## src/rtl/tiny_cpu_pkg.sv

```systemverilog
// Shared constants and state type for the tiny RV32 multi-cycle sequencer.
package tiny_cpu_pkg;

    localparam int unsigned XLEN = 32;

    localparam logic [6:0] OP_RTYPE = 7'b0110011;
    localparam logic [6:0] OP_ITYPE = 7'b0010011;

    typedef enum logic [2:0] {
        ST_IDLE,
        ST_FETCH,
        ST_DECODE,
        ST_EXEC,
        ST_WB
    } seq_state_t;

endpackage

```

## src/rtl/tiny_tick_gen.sv

```systemverilog
// Free-running divider producing a one-cycle tick every 2**TICK_DIV clocks.
module tiny_tick_gen #(
    parameter int unsigned TICK_DIV = 20
) (
    input  logic CLK,
    input  logic RST_N,
    output logic tick
);

    // Keep at least one counter bit so TICK_DIV=0 still elaborates; tick is forced high then.
    localparam int unsigned CNT_W = (TICK_DIV == 0) ? 1 : TICK_DIV;

    logic [CNT_W-1:0] cnt;

    always_ff @(posedge CLK or negedge RST_N) begin
        if (!RST_N) begin
            cnt <= '0;
        end else begin
            cnt <= cnt + 1'b1;
        end
    end

    assign tick = (TICK_DIV == 0) ? 1'b1 : (&cnt);

endmodule

```

## src/rtl/tiny_cpu_sequencer.sv

```systemverilog
// Multi-cycle FETCH/DECODE/EXEC/WB control FSM with PC, imem handshake and run/step/halt.
module tiny_cpu_sequencer
    import tiny_cpu_pkg::*;
#(
    parameter int unsigned PC_W     = 4,
    parameter int unsigned XLEN     = tiny_cpu_pkg::XLEN,
    parameter int unsigned TICK_DIV = 20
) (
    input  logic            CLK,
    input  logic            RST_N,
    input  logic            run,
    input  logic            step,
    output logic            imem_req,
    output logic [PC_W-1:0] imem_addr,
    input  logic            imem_ack,
    input  logic [XLEN-1:0] imem_data,
    output logic [XLEN-1:0] ir,
    output logic            alu_en,
    output logic            rf_we,
    output logic [4:0]      rf_waddr,
    output logic [PC_W-1:0] pc,
    output logic [4:0]      last_wr_reg,
    output logic            halted,
    output logic            illegal,
    output logic [15:0]     retired
);

    seq_state_t state, state_nx;
    logic       tick;
    logic       writes;
    logic       dec_writes;
    logic       dec_nop;

    tiny_tick_gen #(
        .TICK_DIV(TICK_DIV)
    ) u_tick (
        .CLK  (CLK),
        .RST_N(RST_N),
        .tick (tick)
    );

    assign dec_writes = (ir[6:0] == OP_RTYPE) || (ir[6:0] == OP_ITYPE);
    assign dec_nop    = (ir == '0);

    always_ff @(posedge CLK or negedge RST_N) begin
        if (!RST_N) begin
            state <= ST_IDLE;
        end else begin
            state <= state_nx;
        end
    end

    always_comb begin
        state_nx  = state;
        imem_req  = 1'b0;
        imem_addr = pc;
        alu_en    = 1'b0;
        rf_we     = 1'b0;
        rf_waddr  = ir[11:7];
        halted    = 1'b0;
        case (state)
            ST_IDLE: begin
                halted = 1'b1;
                if (!illegal && ((run && tick) || (!run && step))) begin
                    state_nx = ST_FETCH;
                end
            end
            ST_FETCH: begin
                imem_req = 1'b1;
                if (imem_ack) begin
                    state_nx = ST_DECODE;
                end
            end
            ST_DECODE: begin
                state_nx = (dec_writes || dec_nop) ? ST_EXEC : ST_IDLE;
            end
            ST_EXEC: begin
                alu_en   = 1'b1;
                state_nx = ST_WB;
            end
            ST_WB: begin
                rf_we    = writes && (ir[11:7] != 5'd0);
                state_nx = ST_IDLE;
            end
            default: begin
                state_nx = ST_IDLE;
            end
        endcase
    end

    always_ff @(posedge CLK or negedge RST_N) begin
        if (!RST_N) begin
            ir          <= '0;
            writes      <= 1'b0;
            pc          <= '0;
            last_wr_reg <= '0;
            illegal     <= 1'b0;
            retired     <= '0;
        end else begin
            case (state)
                ST_FETCH: begin
                    if (imem_ack) begin
                        ir <= imem_data;
                    end
                end
                ST_DECODE: begin
                    writes <= dec_writes;
                    if (!dec_writes && !dec_nop) begin
                        illegal <= 1'b1;
                    end
                end
                ST_WB: begin
                    if (rf_we) begin
                        last_wr_reg <= rf_waddr;
                    end
                    pc      <= pc + 1'b1;
                    retired <= retired + 16'd1;
                end
                default: begin
                end
            endcase
        end
    end

endmodule

```

## config.mk

```make
export PLATFORM = sky130hd
export DESIGN_NAME = tiny_cpu_sequencer
export DESIGN_NICKNAME = d
export VERILOG_FILES = /design/src/rtl/tiny_cpu_pkg.sv /design/src/rtl/tiny_tick_gen.sv /design/src/rtl/tiny_cpu_sequencer.sv
export SDC_FILE = /design/constraint.sdc
export NUM_CORES = 1
export LEC_CHECK = 0
export BUFFER_PORTS_ARGS = -buffer_cell sky130_fd_sc_hd__buf_2
export CAP_MARGIN = 10
export CORE_MARGIN = 4
export CORE_UTILIZATION = 33
export CTS_CLUSTER_SIZE = 30
export DETAILED_ROUTE_END_ITERATION = 10
export PLACE_DENSITY = 0.6
export SYNTH_ARGS = -nofsm -noshare
export SYNTH_HDL_FRONTEND = slang
export SYNTH_HIERARCHICAL = 1
export SYNTH_SLANG_ARGS = --single-unit
export TNS_END_PERCENT = 50
```

## constraint.sdc

```tcl
create_clock -name CLK -period 6 [get_ports CLK]
set_clock_uncertainty 0.2 [all_clocks]
set_input_delay 1.2 -clock CLK [delete_from_list [all_inputs] [get_ports CLK]]
set_output_delay 1.2 -clock CLK [all_outputs]
set_load 0.01 [all_outputs]
```

# Word level (Yosys, flattened, before mapping)

Index checks and enable logic that the tools add are counted.

Add/sub/neg operators: 3
Equality and inequality tests: 8
Muxes and demuxes: 8
Reduce and logical (&&, ||, !) cells: 20

Operator list:

| kind                                                 | count |
|---|---|
| logical NOT 32 bit                                   | 1 |
| adder 20 x 1 -> 20 bit (second input constant)       | 1 |
| AND reduction 20 bit                                 | 1 |
| adder 16 x 1 -> 16 bit (second input constant)       | 1 |
| one-hot mux 3 bit (4 select lines)                   | 1 |
| AND reduction 2 bit                                  | 4 |
| equality test 7 x 5 -> 1 bit (second input constant) | 1 |
| equality test 7 x 6 -> 1 bit (second input constant) | 1 |
| equality test 3 x 2 -> 1 bit (second input constant) | 2 |
| 2-to-1 mux 3 bit                                     | 2 |
| logical AND 1 bit                                    | 5 |
| nonzero test 5 bit                                   | 1 |
| adder 4 x 1 -> 4 bit (second input constant)         | 1 |
| logical NOT 1 bit                                    | 4 |
| 2-to-1 mux 1 bit                                     | 4 |
| != test 2 bit (second input constant)                | 2 |
| equality test 3 x 1 -> 1 bit (second input constant) | 1 |
| equality test 3 bit (second input constant)          | 1 |
| logical NOT 3 bit                                    | 1 |
| logical OR 1 bit                                     | 3 |
| 2-to-1 mux 2 bit                                     | 1 |

Register bits: 82
Input bits: 37
Output and inout port bits: 71
Logic and storage cells: 47

# Logic depth before layout (Yosys ltp)

Depth in word-level cells: 6
Depth in mapped cells: 8
Gate-level depth less buffers: 8

# Cells and area by module

Netlist, hierarchy kept.

By module, submodules not included:

| module             | times used | cells an instance | area an instance (µm²) | seq. area each (µm²) |
|---|---|---|---|---|
| tiny_cpu_sequencer | 1          | 204               | 2730.1                 | 1551.5 |
| tiny_tick_gen      | 1          | 73                | 880.8                  | 500.5 |

# Least setup slack after synthesis

OpenSTA, ideal clock, no wires.

Kind: register to output
Start: register state[1]
End: output port rf_we
Arrival time: 1.154 ns
Data required time: 4.600 ns
Slack: 3.446 ns
Stages on the path, launching flop included: 6
Path buffers: 2
Cell sequence: dfrtp_1 -> buf_2 -> nor3b_4 -> buf_6 -> nand3_2 -> inv_1

Longest elaborated chain between the ends: 2

Ends and longest elaborated chain:

| what                   | line                     | text |
|---|---|---|
| start, declared        | tiny_cpu_sequencer.sv:28 | `seq_state_t state, state_nx;` |
| start signal, assigned | tiny_cpu_sequencer.sv:49 | `state <= state_nx;` |
| equality test 3 bit    | tiny_cpu_sequencer.sv:61 | `case (state)` |
| 2-to-1 mux 1 bit       | tiny_cpu_sequencer.sv:61 |  |
| end, declared          | tiny_cpu_sequencer.sv:19 | `output logic rf_we,` |

No other way between the ends.

# Worst setup path after layout

Ends and elaborated chain as after synthesis.

==> metrics.md <==
| Metric | Value |
|---|---|
| Status | `finished clean` |
| Placed Cells | `between 500 and 600` |
| Nets | `420` |
| Post-DP HPWL | `5530 um` |
| Final ANT Viol Nets | `0` |
| Post-synth top area share | `between 50% and 60%` |
| I/O Pins | `108` |
| Pleak | `0.00215 uW` |
| Power per cell area | `383 nW/um^2` |
| Final worst-path cycle share | `a little over half` |
| Synth top area cells | `dfrtp_1 57%, mux2_1 11%, xnor2_1 6.8%` |
| Post-Synthesis Cells | `277` |
| CTS clk-pin slew, worst paths | `0.08 ns` |
| Worst VDD drop | `roughly 190 uV` |
| EDFF count, synth | `0` |
| Filler Cells Inserted | `~1000` |
| RSZ-0062 raised after global routing | `false` |
| Area grow syn2layout | `22.7%` |
| Clock Path Buffers | `2` |
| Top flop regs | `ir x32, u_tick/cnt x20, retired x16` |
| First-pass DRT Iterations | `4` |
| GPL Wtd Cong | `about 0.72` |
| Global-route wire length before repair | `12300 um` |
| Slew HR | `32.0%` |
| Grt ovf | `0` |
| Post-Route Utilization | `42.2%` |
| Cts repair resizes | `0` |
| Post-CTS Setup Inserts | `0` |
| Final WL | `roughly 7400 um` |
| Share of cells above drive strength 1 | `37.7%` |
| Die Ht | `113 um` |
| Syn_nets | `roughly 320` |
| Register area share after synthesis | `56.8%` |
| Setup TNS | `0 ns` |
| Setup WS pre-CTS | `between 3 and 4 ns` |
| ANT cells | `0` |
| Synth cell types | `41` |
| Critical Path RT | `about 4.6 ns` |
| Initial antenna violation count | `0` |
| Slowest CP cell | `nor3b_4` |
| Syn Std Cell Area | `3610 um^2` |
| Min Tclk post-route | `3.25 ns` |
| Depth of the CTS H-tree | `3` |
| Finished Layout Cells | `521` |
| Fmax | `307 MHz` |
| PnR worst setup slack | `2.75 ns` |
| Row count | `37` |
| Fin. Hold Viols | `0` |
| DRC Markers | `0` |
| Vias in the first global route | `2479` |
| Asr flop ratio synth | `100%` |
| Sink Count | `approximately 80` |
| Most used DFF post-synth | `dfrtp_1` |
| CP cell instances | `nor3b_4 > nand3_2 > inv_1 > buf_2` |
| Seq cells post-synth | `82` |
| DR vias | `2411` |
| Slew Limit Fails | `0` |
| Most flops, register | `ir` |
| Wire length per cell | `14.3 um` |
| Overall Power | `1700 uW` |
| Type of the worst setup path | `reg -> out` |
| Hold path depth | `1` |
| Final setup viols | `0` |
| Vias per Instance | `~4.6` |
| Buffers on Ports | `between 100 and 150` |
| Worst EP arrival | `1.85 ns` |
| Worst Hold Class | `reg -> reg` |
| Initial DRC Count | `112` |
| Number of flip-flops in the largest register | `32` |
| Crit-path max FO | `12` |
| Slew @ Worst Pin | `1.02 ns` |
| Largest net degree at the start of global routing | `83` |
| R2r worst-path depth | `8` |
| CP peak stage delay | `0.56 ns` |
| GR Util All Layers | `a little under an eighth` |
| Largest area contributor in the netlist | `dfrtp_1` |
| Die W | `113 um` |
| CORE AREA | `10500 um^2` |
| Initial Util | `34.4%` |
| CTS Buf Count | `9` |
| CP Launch Type | `flip-flop` |
| CTS tree | `built` |
| Mean Syn Cell Area | `13.0 um^2` |
| Worst Setup End Kind | `output port` |
| Die area | `12700 um^2` |
| CTS Root Cell | `clkbuf_8` |
| Clock latency at the later pin of the worst-skew pair | `~0.34 ns` |
| Yosys warns | `6` |
| Cts hold-fix bufs | `0` |
| MaxCap Viol Count | `0` |
==> path summary, 6_finish.rpt <==
kind / from / slack [ns] / endpoint
max in group asynchronous: RST_N / 4.12 / ir[23]$_DFFE_PN0P_
worst max register to register: u_tick/cnt[0]$_DFF_PN0_ / 3.66 / state[0]$_DFFE_PN0P_
worst min register to register: u_tick/cnt[19]$_DFF_PN0_ / 0.27 / u_tick/cnt[19]$_DFF_PN0_
worst max-delay path: state[1]$_DFFE_PN0P_ / 2.75 / rf_we
min in group asynchronous: RST_N / 0.84 / imem_addr[2]$_DFFE_PN0P_
worst min-delay path: u_tick/cnt[19]$_DFF_PN0_ / 0.27 / u_tick/cnt[19]$_DFF_PN0_
==> power by group <==
group	internal, uW	switching [uW]
Clock	246	191
Combinational	216	230
Sequential	684	129
Total	1150	550
==> cells by family (layout without fill, tap and decap cells) <==
family                   Yosys count  after routing  share of synthesized area, %
buffers and inverters             23            131                          3.95
multiplexers                      40             40                          12.4
AND/OR/NAND/NOR                   86             86                          15.8
XOR/XNOR                          36             36                          8.73
flip-flops                        82             82                          56.8
adder cells (fa/ha/maj)            3              3                          1.04
AO/OA/AOI/OAI                      7              7                          1.21
==> worst max-delay path, delay by kind of cell (launching register included) <==
family / cells / cell delay, ns
DFF: 1 / 0.49
and+or+nand+nor: 2 / 0.81
buffers and inverters: 2 / 0.22
==> stage by stage <==
stage / area, um^2 / hold WS, ns
2_1_floorplan: 3610 / 0.237
3_3_place_gp: 4210 / 0.251
3_5_place_dp: 4210 / 0.263
4_1_cts: 4430 / 0.278
5_1_grt: 4430 / 0.300
6_report: 4430 / 0.270
==> per-layer routing <==
metal  vias up  global-route usage [%]  part of all wire (%)
li1       1171                       -                     -
met1      1173                    15.2                    45
met2        61                    20.1                    49
met3         6                    3.56                   5.5
met4         0                    2.64                  0.78
met5         -                       0                     0
==> layout make-up <==
cell class	count	area [um^2]	share of cell area (%)
well taps	136	170	3.84
clock buffers	12	145	3.28
flip-flops and latches	82	2050	46.3
multi-input cells	172	1420	32.0
inverters	7	26.3	0.593
repair buffers	108	546	12.3
clock inverters	4	75.1	1.69
==> cell usage after synthesis (2+ instances only) <==
cell and count:
a21oi_1 3, and2_1 2, and3_1 4, and3b_1 2
buf_2 3, buf_4 12, dfrtp_1 82, ha_1 3
inv_1 7, mux2_1 35, mux2_2 4, nand2_1 13
nand3_1 15, nand3_2 4, nand4_1 9, nand4_2 2
nor2_1 7, nor3_1 5, nor4_1 6, nor4_2 4
xnor2_1 28, xor2_1 8
==> layout by cell type (no fill, tap or decap), types with 2 or more instances in the layout <==
cell,n
buf_4,2
and3_1,4
nand3_1,15
xor2_1,8
nand4_2,2
ha_1,3
nor3_1,5
nand2_1,13
bufinv_16,2
nand3_2,4
inv_1,7
clkbuf_1,2
a21oi_1,3
nor4_1,6
dfrtp_1,82
nor4_2,4
buf_2,106
and2_1,2
clkinvlp_4,2
xnor2_1,28
nand4_1,9
nor2_1,7
clkbuf_8,10
and3b_1,2
mux2_2,4
mux2_1,35
No activity file was read; power rests on OpenSTA's default activity.
